File: config.mk
export PLATFORM = sky130hd
export DESIGN_NAME = matrix_disp_sched
export DESIGN_NICKNAME = d
export VERILOG_FILES = /design/src/rtl/matrix_disp_sched.sv
export SDC_FILE = /design/constraint.sdc
export NUM_CORES = 1
export LEC_CHECK = 0
export BUFFER_PORTS_ARGS = -buffer_cell sky130_fd_sc_hd__buf_2
export CAP_MARGIN = 30
export CORE_ASPECT_RATIO = 1.1
export CORE_UTILIZATION = 39
export CTS_BUF_LIST = sky130_fd_sc_hd__clkbuf_16
export CTS_CLUSTER_DIAMETER = 120
export CTS_CLUSTER_SIZE = 14
export DETAILED_ROUTE_END_ITERATION = 12
export GPL_TIMING_DRIVEN = 0
export SYNTH_ARGS = -nofsm -noshare
export SYNTH_HDL_FRONTEND = slang
export SYNTH_SLANG_ARGS = --single-unit
export TNS_END_PERCENT = 100
File: constraint.sdc
create_clock -name clk -period 4.95 [get_ports clk]
set_input_delay 0.495 -clock clk [delete_from_list [all_inputs] [get_ports clk]]
set_output_delay 0.495 -clock clk [all_outputs]
set_load 0.02 [all_outputs]
File: src/rtl/matrix_disp_sched.sv
// matrix_disp_sched: shares the 8x8 dot matrix between requesters A and B.
// Accepted characters are queued in a 4-entry FIFO. Each one is shown for
// HOLD_TICKS display ticks, followed by an optional blank gap of GAP_TICKS ticks.
module matrix_disp_sched #(
   parameter int unsigned HOLD_TICKS = 8,
   parameter int unsigned GAP_TICKS  = 2
) (
   input  logic       clk,
   input  logic       rst,
   input  logic       tick,
   input  logic       a_valid,
   input  logic [3:0] a_digit,
   input  logic [1:0] a_color,
   output logic       a_ready,
   input  logic       b_valid,
   input  logic [3:0] b_digit,
   input  logic [1:0] b_color,
   output logic       b_ready,
   output logic [6:0] idx,
   output logic [1:0] sel,
   output logic       owner,
   output logic       busy,
   output logic       done_a,
   output logic       done_b
);

   typedef enum logic [1:0] {IDLE = 2'd0, SHOW = 2'd1, GAP = 2'd2} state_e;

   typedef struct packed {
      logic       owner;
      logic [6:0] idx;
      logic [1:0] sel;
   } entry_t;

   localparam logic [7:0] HOLD_LAST = 8'(HOLD_TICKS - 1);
   // When GAP_TICKS is 0 this value wraps, but GAP is then unreachable.
   localparam logic [7:0] GAP_LAST  = 8'(GAP_TICKS - 1);
   localparam bit         HAS_GAP   = (GAP_TICKS != 0);

   // Digits 0..9 start at row 8*(d+1); every other code shows the blank glyph at 0.
   function automatic logic [6:0] digit_to_idx(input logic [3:0] d);
      logic [3:0] d1;
      d1 = d + 4'd1;
      return (d <= 4'd9) ? {d1, 3'b000} : 7'd0;
   endfunction

   state_e     state_q, state_d;
   logic [7:0] tcnt_q, tcnt_d;
   logic [6:0] idx_q, idx_d;
   logic [1:0] sel_q, sel_d;
   logic       owner_q, owner_d;
   logic       busy_q, busy_d;
   logic       done_a_q, done_a_d;
   logic       done_b_q, done_b_d;
   logic       rr_q, rr_d;

   entry_t     mem_q [4];
   logic [1:0] wr_ptr_q, rd_ptr_q;
   logic [2:0] count_q;

   logic       full, empty;
   logic       push_a, push_b, push, pop;
   entry_t     push_entry, head;

   assign full    = (count_q == 3'd4);
   assign empty   = (count_q == 3'd0);
   assign a_ready = !full && (!b_valid || !rr_q);
   assign b_ready = !full && (!a_valid ||  rr_q);
   assign push_a  = a_valid && a_ready;
   assign push_b  = b_valid && b_ready;
   assign push    = push_a || push_b;
   assign head    = mem_q[rd_ptr_q];

   // A contested grant hands priority to the requester that lost.
   assign rr_d = (a_valid && b_valid && !full) ? !rr_q : rr_q;

   // Build the FIFO entry for the requester granted this cycle.
   always_comb begin
      push_entry.owner = 1'b0;
      push_entry.idx   = digit_to_idx(a_digit);
      push_entry.sel   = a_color;
      if (push_b) begin
         push_entry.owner = 1'b1;
         push_entry.idx   = digit_to_idx(b_digit);
         push_entry.sel   = b_color;
      end
   end

   // FIFO pointers, occupancy and round-robin pointer.
   always_ff @(posedge clk or posedge rst) begin
      // NOTE: state registers use non-blocking assignments, so every register samples start-of-cycle values.
      if (rst) begin
         rr_q     <= 1'b0;
         wr_ptr_q <= 2'd0;
         rd_ptr_q <= 2'd0;
         count_q  <= 3'd0;
      end else begin
         rr_q <= rr_d;
         if (push) wr_ptr_q <= wr_ptr_q + 2'd1;
         if (pop)  rd_ptr_q <= rd_ptr_q + 2'd1;
         case ({push, pop})
            2'b10:   count_q <= count_q + 3'd1;
            2'b01:   count_q <= count_q - 3'd1;
            default: count_q <= count_q;
         endcase
      end
   end

   // FIFO storage array.
   always_ff @(posedge clk) begin
      // NOTE: the storage has no reset. An entry is only read while count_q says it is valid.
      if (push) mem_q[wr_ptr_q] <= push_entry;
   end

   // Display sequencer: next state, pops and registered outputs.
   always_comb begin
      // NOTE: every output gets a default first, so no path leaves a latch behind.
      state_d  = state_q;
      tcnt_d   = tcnt_q;
      idx_d    = idx_q;
      sel_d    = sel_q;
      owner_d  = owner_q;
      done_a_d = 1'b0;
      done_b_d = 1'b0;
      pop      = 1'b0;

      case (state_q)
         IDLE: begin
            if (!empty) begin
               pop     = 1'b1;
               idx_d   = head.idx;
               sel_d   = head.sel;
               owner_d = head.owner;
               tcnt_d  = 8'd0;
               state_d = SHOW;
            end
         end
         SHOW: begin
            if (tick) begin
               if (tcnt_q == HOLD_LAST) begin
                  done_a_d = !owner_q;
                  done_b_d =  owner_q;
                  tcnt_d   = 8'd0;
                  if (HAS_GAP) begin
                     idx_d   = 7'd0;
                     sel_d   = 2'b00;
                     state_d = GAP;
                  end else if (!empty) begin
                     pop     = 1'b1;
                     idx_d   = head.idx;
                     sel_d   = head.sel;
                     owner_d = head.owner;
                  end else begin
                     idx_d   = 7'd0;
                     sel_d   = 2'b00;
                     state_d = IDLE;
                  end
               end else begin
                  tcnt_d = tcnt_q + 8'd1;
               end
            end
         end
         GAP: begin
            if (tick) begin
               if (tcnt_q == GAP_LAST) begin
                  tcnt_d = 8'd0;
                  if (!empty) begin
                     pop     = 1'b1;
                     idx_d   = head.idx;
                     sel_d   = head.sel;
                     owner_d = head.owner;
                     state_d = SHOW;
                  end else begin
                     state_d = IDLE;
                  end
               end else begin
                  tcnt_d = tcnt_q + 8'd1;
               end
            end
         end
         default: begin
            state_d = IDLE;
            tcnt_d  = 8'd0;
            idx_d   = 7'd0;
            sel_d   = 2'b00;
         end
      endcase

      busy_d = (state_d != IDLE);
   end

   // Sequencer state and output registers.
   always_ff @(posedge clk or posedge rst) begin
      if (rst) begin
         state_q  <= IDLE;
         tcnt_q   <= 8'd0;
         idx_q    <= 7'd0;
         sel_q    <= 2'b00;
         owner_q  <= 1'b0;
         busy_q   <= 1'b0;
         done_a_q <= 1'b0;
         done_b_q <= 1'b0;
      end else begin
         state_q  <= state_d;
         tcnt_q   <= tcnt_d;
         idx_q    <= idx_d;
         sel_q    <= sel_d;
         owner_q  <= owner_d;
         busy_q   <= busy_d;
         done_a_q <= done_a_d;
         done_b_q <= done_b_d;
      end
   end

   assign idx    = idx_q;
   assign sel    = sel_q;
   assign owner  = owner_q;
   assign busy   = busy_q;
   assign done_a = done_a_q;
   assign done_b = done_b_q;

endmodule

==> results by group, run 1 <==
Clock network
  – Post-cts gate resize count: 0
  – Maximum clock path buffer count: 2
  – TritonCTS clock tree: done
  – CTS sink cnt: 56
  – CTS Buf Count: 5
  – Worst-path clk slew: 0.08 ns
  – Root Driver: clkbuf_16
  – Post-CTS Setup Inserts: 0
  – Clock latency on the worst-skew pair: between 0.2 and 0.3 ns
  – # hold bufs at CTS: 0
  – H-tree levels: 2

Drt
  – DRT Wirelength: between 4000 and 5000 um
  – DR WL met3: 103 um
  – Routed met1 length: about 2300 um
  – DR top layer: met4
  – # DRC: 0
  – Vias/cell: 5.15
  – DR iter-0 viols: 27
  – DRT antenna net count: 0
  – Via count: 1812
  – Routed length per instance: 13.9 um
  – Metal2 WL: 2400 um
  – Pre-antenna DRT Iters: 6

Floorplanning
  – Die Area: 7690 um2
  – I/O pins: 32
  – FP Rows: 32
  – Height of the chip: around 92 um
  – Starting Density: 40.7%
  – Width of the chip: around 84 um
  – CORE AREA: 7050 um2

Timing
  – Slew Limit Fails: 0
  – Setup Skew: 0.00623 ns
  – Endpoints failing setup: 0
  – Post-route minimum period: 2.58 ns
  – Unrepaired setup endpoints after global routing: no
  – Worst-Margin Slew: 0.733 ns
  – Fin crit share: roughly 52%
  – Max-slew headroom: roughly half
  – Setup_tns: 0 ns
  – Fmax: 387 MHz
  – Setup slack after layout: ~2.4 ns
  – Final hold violations: 0

Placed design
  – Detail Placement HPWL: 3670 um
  – Port Buf Inserts: 28
  – Setup slack at placement: 2.42 ns
  – Placer Congestion: 0.730

Logic synthesis
  – Sequential share of the synthesized area: 53.8%
  – Synth warn: 0
  – Library cells used by synthesis: 51
  – Post-Syn Instances: 228
  – Syn_area_per_cell: 12.6 um2
  – Area of the mapped netlist: approximately 2900 um2
  – Number of synthesized register bits: 56

Flow run
  – Maxcap violations: 0

GRT
  – First-pass GRT wire length: 8450 um
  – Initial antenna violation count: 0
  – Largest net degree at the start of global routing: 23
  – Global Route Usage Sum: 13.8%
  – Vias in the first global route: 1810
  – Overflow after GRT: 0

Pwr
  – Cell Pwr Density: 534 nW/um2
  – Maximum VDD drop: 0.232 mV
  – Lkg Pwr: 0.00139 uW

Critical path
  – Crit Path Class: reg2reg
  – Crit-path max FO: 5
  – Critical Path AT: 2.80 ns
  – Critical path launch point type: flop
  – Req. time, crit path: just over 5 ns
  – Crit end category: flop

Layout
  – Area growth syn-to-layout: 15.2%
  – Antenna diode instance count: 0
  – Fillcell total: 648
  – Final nets: about 300
  – Share of layout cells above drive strength 1: 22.8%

Min path
  – Hold Crit Class: in2async

Status
  – Status: finished, final reports clean
==> flip-flops by register name, indices dropped and copies added, names as in the netlist <==
register and count:
state_q 2, done_b 1, idx 4, sel 2
rr_q 1, count_q 3, done_a 1, busy 1
mem_q 28, wr_ptr_q 2, tcnt_q 8, owner 1
rd_ptr_q 2
==> area by class of cell <==
type	count	area, um2	share of cell area, %
flip-flops and latches	56	1540	46.7
inverters	22	82.6	2.50
well taps	85	106	3.22
multi-input cells	146	1210	36.8
clock inverters	3	28.8	0.872
clock buffers	5	125	3.79
repair buffers	29	168	5.08
plain buffers	6	33.8	1.02
==> metal layers <==
layer | vias to the layer above | GRT usage [%]
met5 | - | 0
li1 | 912 | -
met4 | 0 | 3.81
met1 | 865 | 17.7
met2 | 30 | 23.9
met3 | 5 | 2.43
==> cells in the mapped netlist (all sizes together) <==
cell type / n / area share, %
buf: 4 / 0.92
o31ai: 1 / 0.26
o21a: 1 / 0.26
conb: 1 / 0.13
dfrtp: 28 / 24
a211o: 1 / 0.31
o211ai: 5 / 1.3
a211oi: 1 / 0.26
nand2b: 1 / 0.22
and4: 2 / 0.61
xnor2: 6 / 1.8
o21ba: 1 / 0.35
and4bb: 1 / 0.44
and2: 7 / 1.5
nand3: 6 / 1.0
o311ai: 3 / 1.2
nand2: 16 / 2.1
or2: 1 / 0.22
nor2b: 2 / 0.44
clkbuf: 2 / 0.26
edfxtp: 28 / 29
a21oi: 6 / 1.0
a21boi: 1 / 0.39
or3b: 1 / 0.31
o22ai: 3 / 0.66
nor4b: 2 / 1.1
mux2: 4 / 1.6
mux4: 7 / 5.5
nor2: 12 / 1.7
a31oi: 3 / 0.66
o32ai: 1 / 0.31
a32o: 6 / 2.1
inv: 22 / 2.9
a2bb2oi: 1 / 0.31
xor2: 5 / 1.5
o2111ai: 2 / 0.61
nand4: 2 / 0.44
fa: 1 / 0.70
nor3: 4 / 1.3
nand3b: 1 / 0.26
ha: 17 / 7.4
o21ai: 7 / 1.2
mux2i: 1 / 0.35
and3: 1 / 0.22
==> critical path, cell delays in order, from the launching register on <==
cell	delay [ns]
dfrtp_1	0.42
inv_1	0.07
ha_1	0.15
nor4b_4	0.25
nand4_1	0.23
a21oi_1	0.31
ha_1	0.24
inv_1	0.06
fa_1	0.37
xor2_1	0.15
nor2_1	0.10
xor2_1	0.16
==> cell families (layout without fill, tap and decap cells) <==
kind of cell	count (synthesis)	after routing	share of synthesized area, %
buffers and inverters	28	65	4.06
and+or+nand+nor	59	59	11.9
other	1	3	0.131
muxes	12	12	7.42
AOI/OAI and AO/OA	43	43	11.2
adders and majority gates	18	18	8.12
xor gates and xnor gates	11	11	3.36
DFF	56	56	53.8
==> path summary, 6_finish.rpt <==
| kind | startpoint | to | slack [ns] | depth (start not counted) |
|---|---|---|---|---|
| setup / recovery | tcnt_q[1] | count_q[2] | 2.37 | 11 |
| hold / removal | rst | done_a | 0.16 | 2 |
| setup reg to reg | tcnt_q[1] | count_q[2] | 2.37 | 11 |
| hold reg to reg | idx[3] | idx[3] | 0.49 | 1 |
| max in group asynchronous | rst | count_q[0] | 4.37 | 3 |
| min in group clk | idx[3] | idx[3] | 0.49 | 1 |
==> through the flow <==
step / util, % / hold slack (ns) / cells / power (uW) / instance area (um2)
after floorplan: - / 0.467 / 230 / 1240 / 2870
after global placement: 44.3 / 0.478 / 343 / 1400 / 3120
after detailed placement: 44.7 / 0.476 / 344 / 1420 / 3150
after CTS: 46.8 / 0.169 / 352 / 1790 / 3300
after global routing: 46.8 / 0.176 / 352 / 1880 / 3300
final: 46.8 / 0.157 / 352 / 1760 / 3300
==> power breakdown <==
| part | total [uW] | leakage [uW] | switching (uW) | internal, uW |
|---|---|---|---|---|
| clock network | 369 | 0.0000767 | 174 | 195 |
| registers | 731 | 0.000621 | 71.3 | 660 |
| logic | 660 | 0.000695 | 375 | 285 |
==> cells in the final DEF, fill, tap and decap left out, types with 4 or more instances in the layout <==
cell type and count:
nand3_1 6, edfxtp_1 28, buf_2 28, dfrtp_1 28
nand2_1 16, a32o_1 6, a21oi_1 6, and2_1 7
o211ai_1 5, o21ai_0 6, nor2_1 11, inv_1 22
mux2_2 4, mux4_2 7, clkbuf_16 5, xnor2_1 6
ha_1 17, xor2_1 5
(Power assumes the default switching activity.)
==> run 2: changes to the inputs <==
==> constraint.sdc (replaced) <==
create_clock -name clk -period 2.4 [get_ports clk]
set_input_delay 0.24 -clock clk [delete_from_list [all_inputs] [get_ports clk]]
set_output_delay 0.24 -clock clk [all_outputs]
set_load 0.02 [all_outputs]
==> run 2 against run 1 <==
Effect of this change: register-to-register slack worse by 2.3 ns; utilization up 0.60 points; highest routed layer unchanged; sequential cell count did not move.
==> results by group, run 2 (synthesis gave the netlist of run 1 again) <==
Critical path
  – Worst r2r src: tcnt_q[1]
  – Critical Path AT: 2.56 ns
  – Crit-path max FO: 3
  – FF-to-FF path depth: 11
  – CP Launch Point: tcnt_q[1]
  – Crit Path Class: reg2reg
  – Req. time, crit path: 2.62 ns
  – Crit end category: flop
  – Critical path launch point type: flop

GRT
  – M1 GR Usage: 17.9%
  – Initial antenna violation count: 0
  – Overflow after GRT: 0
  – GR Layer Usage met3: 2.43%
  – Routing usage on met2: a little under a quarter
  – Global Route Usage Sum: 13.9%
  – Vias in the first global route: 1814
  – Largest net degree at the start of global routing: 23
  – Global routing's busiest layer: met2
  – First-pass GRT wire length: 8490 um

Pwr
  – Lkg Pwr: 0.00141 uW
  – Maximum VDD drop: 0.482 mV
  – Cell Pwr Density: 1100 nW/um2

Clock network
  – Root Driver: clkbuf_16
  – Clock latency on the worst-skew pair: 0.30 ns
  – Maximum clock path buffer count: 2
  – Worst-path clk slew: about 0.080 ns
  – TritonCTS clock tree: done
  – CTS Buf Count: 5
  – H-tree levels: 2
  – CTS sink cnt: 56

Floorplanning
  – Height of the chip: 91.9 um
  – I/O pins: 32
  – Die Area: 7690 um2
  – Width of the chip: 83.7 um
  – FP Rows: 32
  – Starting Density: 40.7%
  – CORE AREA: about 7000 um2

Timing
  – Fin crit share: 97.5%
  – Unrepaired setup endpoints after global routing: yes
  – Post-route minimum period: about 2.3 ns
  – Setup slack after layout: roughly 0.06 ns
  – Setup Skew: 0.00770 ns
  – Max-slew headroom: 46.5%
  – Final hold slack: around 0.23 ns
  – Endpoints failing setup: 0
  – Fmax: roughly 430 MHz
  – Slew Limit Fails: 0
  – Final hold violations: 0
  – Worst-Margin Slew: 0.797 ns

Layout
  – Area growth syn-to-layout: 16.7%
  – Final nets: 305
  – Most frequent cells in the layout: buf_2 (28), edfxtp_1 (28), dfrtp_1 (27), inv_1 (22)
  – Register with the most flip-flops: mem_q
  – Fin area: 3340 um2
  – Number of flip-flops in the largest register: 28
  – Share of layout cells above drive strength 1: between 20% and 30%
  – Antenna diode instance count: 0
  – Final Core Density: a little under half

Placed design
  – Setup slack at placement: -0.128 ns
  – DP Area: 3150 um2
  – Placer Congestion: 0.730
  – Detail Placement HPWL: 3670 um
  – Port Buf Inserts: 28

Min path
  – Hold path cells: 3
  – Hold Startpoint: a_valid
  – Hold Crit Class: in2reg

Status
  – Status: finished, final reports clean

Drt
  – DRT antenna net count: 0
  – Via count: 1823
  – DR iter-0 viols: 43
  – # DRC: 0
  – Pre-antenna DRT Iters: 4
  – DRT Wirelength: 4940 um
  – Routed length per instance: 13.9 um
  – Vias/cell: 5.12

Flow run
  – Maxcap violations: 0
-- run 2: repair_timing --
item,CTS,global route
hold buffers,1,0
gates resized for setup,1,3
hold endpoints to repair,6,0
endpoints found under the setup margin,1,1
buffers inserted,2,1
pin swaps,2,4
-- run 2: area by class of cell --
type	instances	area (um2)
clock inverters	3	28.8
clock buffers	5	125
plain buffers	6	33.8
multi-input cells	146	1220
flip-flops and latches	56	1540
well taps	85	106
fillers	648	3700
repair buffers	33	200
inverters	22	82.6
-- run 2: final timing paths --
check	slack [ns]	endpoint
max	0.06	count_q[2]
min	0.23	rr_q
max reg2reg	0.06	count_q[2]
min reg2reg	0.49	idx[3]
max in group asynchronous	1.51	tcnt_q[0]
min in group asynchronous	0.45	done_a
-- run 2: where the power goes --
part | leakage (uW) | total [uW] | switching (uW) | internal (uW)
combinational | 0.000711 | 1400 | 786 | 614
sequential | 0.000620 | 1510 | 145 | 1360
clock | 0.0000767 | 762 | 359 | 403
-- run 2: metrics by stage --
stage / TNS (ns) / power (uW) / instances
2_1_floorplan: 0 / 2560 / 230
3_3_place_gp: -0.143 / 2890 / 343
3_5_place_dp: -0.128 / 2920 / 344
4_1_cts: 0 / 3710 / 355
5_1_grt: -0.0809 / 3910 / 356
6_report: 0 / 3670 / 356
-- run 2: worst max-delay path, cell delays in order, from the launching register on --
cell and delay [ns]:
dfrtp_1 0.39, inv_1 0.06, ha_1 0.14, nor4b_4 0.25, nand4_1 0.19, a21oi_2 0.22
ha_2 0.21, inv_1 0.05, fa_2 0.33, xor2_1 0.14, nor2_1 0.12, xor2_1 0.16
-- run 2: routing by layer --
layer / wire [um] / up-vias
li1: - / 921
met1: 2330 / 865
met2: 2430 / 32
met3: 123 / 5
met4: 53 / 0
met5: 0 / -
==> run 3: changes to the inputs <==
--- a/config.mk
+++ b/config.mk
@@ -14,6 +14,7 @@
 export CTS_CLUSTER_SIZE = 14
 export DETAILED_ROUTE_END_ITERATION = 12
 export GPL_TIMING_DRIVEN = 0
+export REMOVE_ABC_BUFFERS = 1
 export SYNTH_ARGS = -nofsm -noshare
 export SYNTH_HDL_FRONTEND = slang
 export SYNTH_SLANG_ARGS = --single-unit
==> run 3 against run 2 <==
Effect of this change: the flow now finishes with violations (negative hold slack); fmax rose by 3.2%; global-route usage is 0.31 points higher; via count barely moved; worst setup slack gained 0.073 ns; non-clock buffer count fell by 3; critical path type unchanged; largest cell class unchanged.
==> results by group, run 3 (synthesis gave the netlist of run 1 again) <==
Timing
  – Setup Skew: ~0.0050 ns
  – Unrepaired setup endpoints after global routing: no
  – Worst-Margin Slew: 0.780 ns
  – Setup_tns: 0 ns
  – Final hold slack: -0.0151 ns
  – Fmax: 441 MHz
  – Setup slack after layout: 0.133 ns
  – Fin crit share: 94.4%
  – Slew Limit Fails: 0
  – Endpoints failing setup: 0
  – Max-slew headroom: 47.6%
  – Post-route minimum period: ~2.3 ns
  – Final hold violations: 11

Drt
  – Pre-antenna DRT Iters: 4
  – DRT antenna net count: 0
  – DRT Wirelength: 5140 um
  – Routed length per instance: roughly 15 um
  – DR iter-0 viols: 66
  – Via count: 1824
  – Vias/cell: 5.17
  – # DRC: 0

Critical path
  – Worst r2r src: tcnt_q[1]
  – Crit end category: flop
  – Crit-path cells: inv_1 > ha_1 > nor4b_4 > nand4_1 > a21oi_2 > ha_2 > inv_1 > fa_2 > xor2_1 > nor2_1 > xor2_1
  – Worst path bufs/invs: 2
  – Critical Path AT: 2.48 ns
  – R2R Path End: count_q[2]
  – Crit-path max FO: 3
  – CP max stage delay: 0.39 ns
  – Req. time, crit path: 2.62 ns
  – Slowest cell on the critical path: dfrtp_1
  – CP Launch Point: tcnt_q[1]
  – Delay-heaviest family, CP: adder cells
  – Crit Path Class: reg2reg
  – R2R Setup Slk: 0.13 ns
  – FF-to-FF path depth: 11
  – Critical path launch point type: flop

Floorplanning
  – CORE AREA: a little over 7000 um2
  – Height of the chip: 91.9 um
  – Starting Density: between 40% and 50%
  – I/O pins: 32
  – Die Area: between 7000 and 8000 um2
  – Width of the chip: 83.7 um
  – FP Rows: 32

Min path
  – Hold Crit Class: in2async

Clock network
  – CTS sink cnt: 56
  – CTS Buf Count: 5
  – Worst-path clk slew: 0.07 ns
  – TritonCTS clock tree: done
  – Maximum clock path buffer count: 2
  – Clock latency on the worst-skew pair: 0.29 ns
  – Root Driver: clkbuf_16
  – H-tree levels: 2

Placed design
  – Detail Placement HPWL: 3740 um
  – # placed instances: 338
  – Port Buf Inserts: 28
  – Setup slack at placement: -0.160 ns
  – Placer Congestion: 0.771

Pwr
  – Lkg Pwr: 0.00140 uW
  – Total power: about 3700 uW
  – Cell Pwr Density: 1100 nW/um2
  – Maximum VDD drop: 0.585 mV

Layout
  – Share of layout cells above drive strength 1: 25.7%
  – Most frequent cells in the layout: buf_2 (28), edfxtp_1 (28), dfrtp_1 (27), inv_1 (22)
  – Antenna diode instance count: 0
  – Non-filler instance count after layout: 353
  – Area growth syn-to-layout: 16.0%
  – Register with the most flip-flops: mem_q
  – Final nets: slightly above 300
  – Final Core Density: 47.2%
  – Number of flip-flops in the largest register: 28

Flow run
  – Maxcap violations: 0

GRT
  – Global Route Usage Sum: approximately 14%
  – Vias in the first global route: 1781
  – First-pass GRT wire length: 8570 um
  – Largest net degree at the start of global routing: 19
  – Overflow after GRT: 0
  – Initial antenna violation count: 0

Status
  – Status: finished, violations left
  – Violations in the final reports: negative hold slack
## run 3: changes by cell type in the layout (fill, tap and decap cells not counted), sizes merged
cell,delta
dlygate4sd3,-1
inv,-2
clkbuf,-2
clkinv,+2
## run 3: worst max path at each step
stage                 endpoint  slack [ns]  cells after the start
floorplan           count_q[2]        0.11                     11
global placement    count_q[2]       -0.13                     10
detailed placement  count_q[2]       -0.16                     10
CTS                 count_q[2]        0.04                     11
global route        count_q[2]       0.006                     11
finish              count_q[2]        0.13                     11
## run 3: metal layers
layer | track usage (%) | vias up | share of wire (%)
met3 | 2.79 | 5 | 2.3
met5 | 0 | - | 0
met4 | 4.52 | 0 | 0.66
met1 | 18.2 | 883 | 45
li1 | - | 907 | -
met2 | 24.1 | 29 | 52
## run 3: worst reg2reg max path, delay by kind of cell, from the launching register on
kind | cells | cell delay, ns
flip-flops | 1 | 0.39
XOR/XNOR | 2 | 0.28
adder cells (fa/ha/maj) | 3 | 0.66
buffers and inverters | 2 | 0.11
AO/OA/AOI/OAI | 1 | 0.21
AND/OR/NAND/NOR | 3 | 0.53
## run 3: report_power, final
group	internal [uW]	leakage, uW	switching [uW]
Sequential	1360	0.000620	210
Combinational	624	0.000707	745
Clock	391	0.0000742	331
## run 3: area by class of cell
cell class              instances  area (um2)
clock buffers                   5         125
fillers                       650        3720
clock inverters                 3        22.5
repair buffers                 36         220
inverters                      22        82.6
flip-flops and latches         56        1540
multi-input cells             146        1220
well taps                      85         106
## run 3: through the flow
step,hold WS (ns),area [um2]
final,-0.0151,3320
after CTS,0.000783,3290
after floorplan,0.305,2840
after global placement,0.464,3090
after detailed placement,0.316,3110
after global routing,0.0372,3320
## run 3: repair_timing
action	4_1_cts	5_1_grt
pin swaps	2	5
resized for setup	1	3
setup endpoints to repair	1	1
hold buffers	0	0
setup buffers	3	4
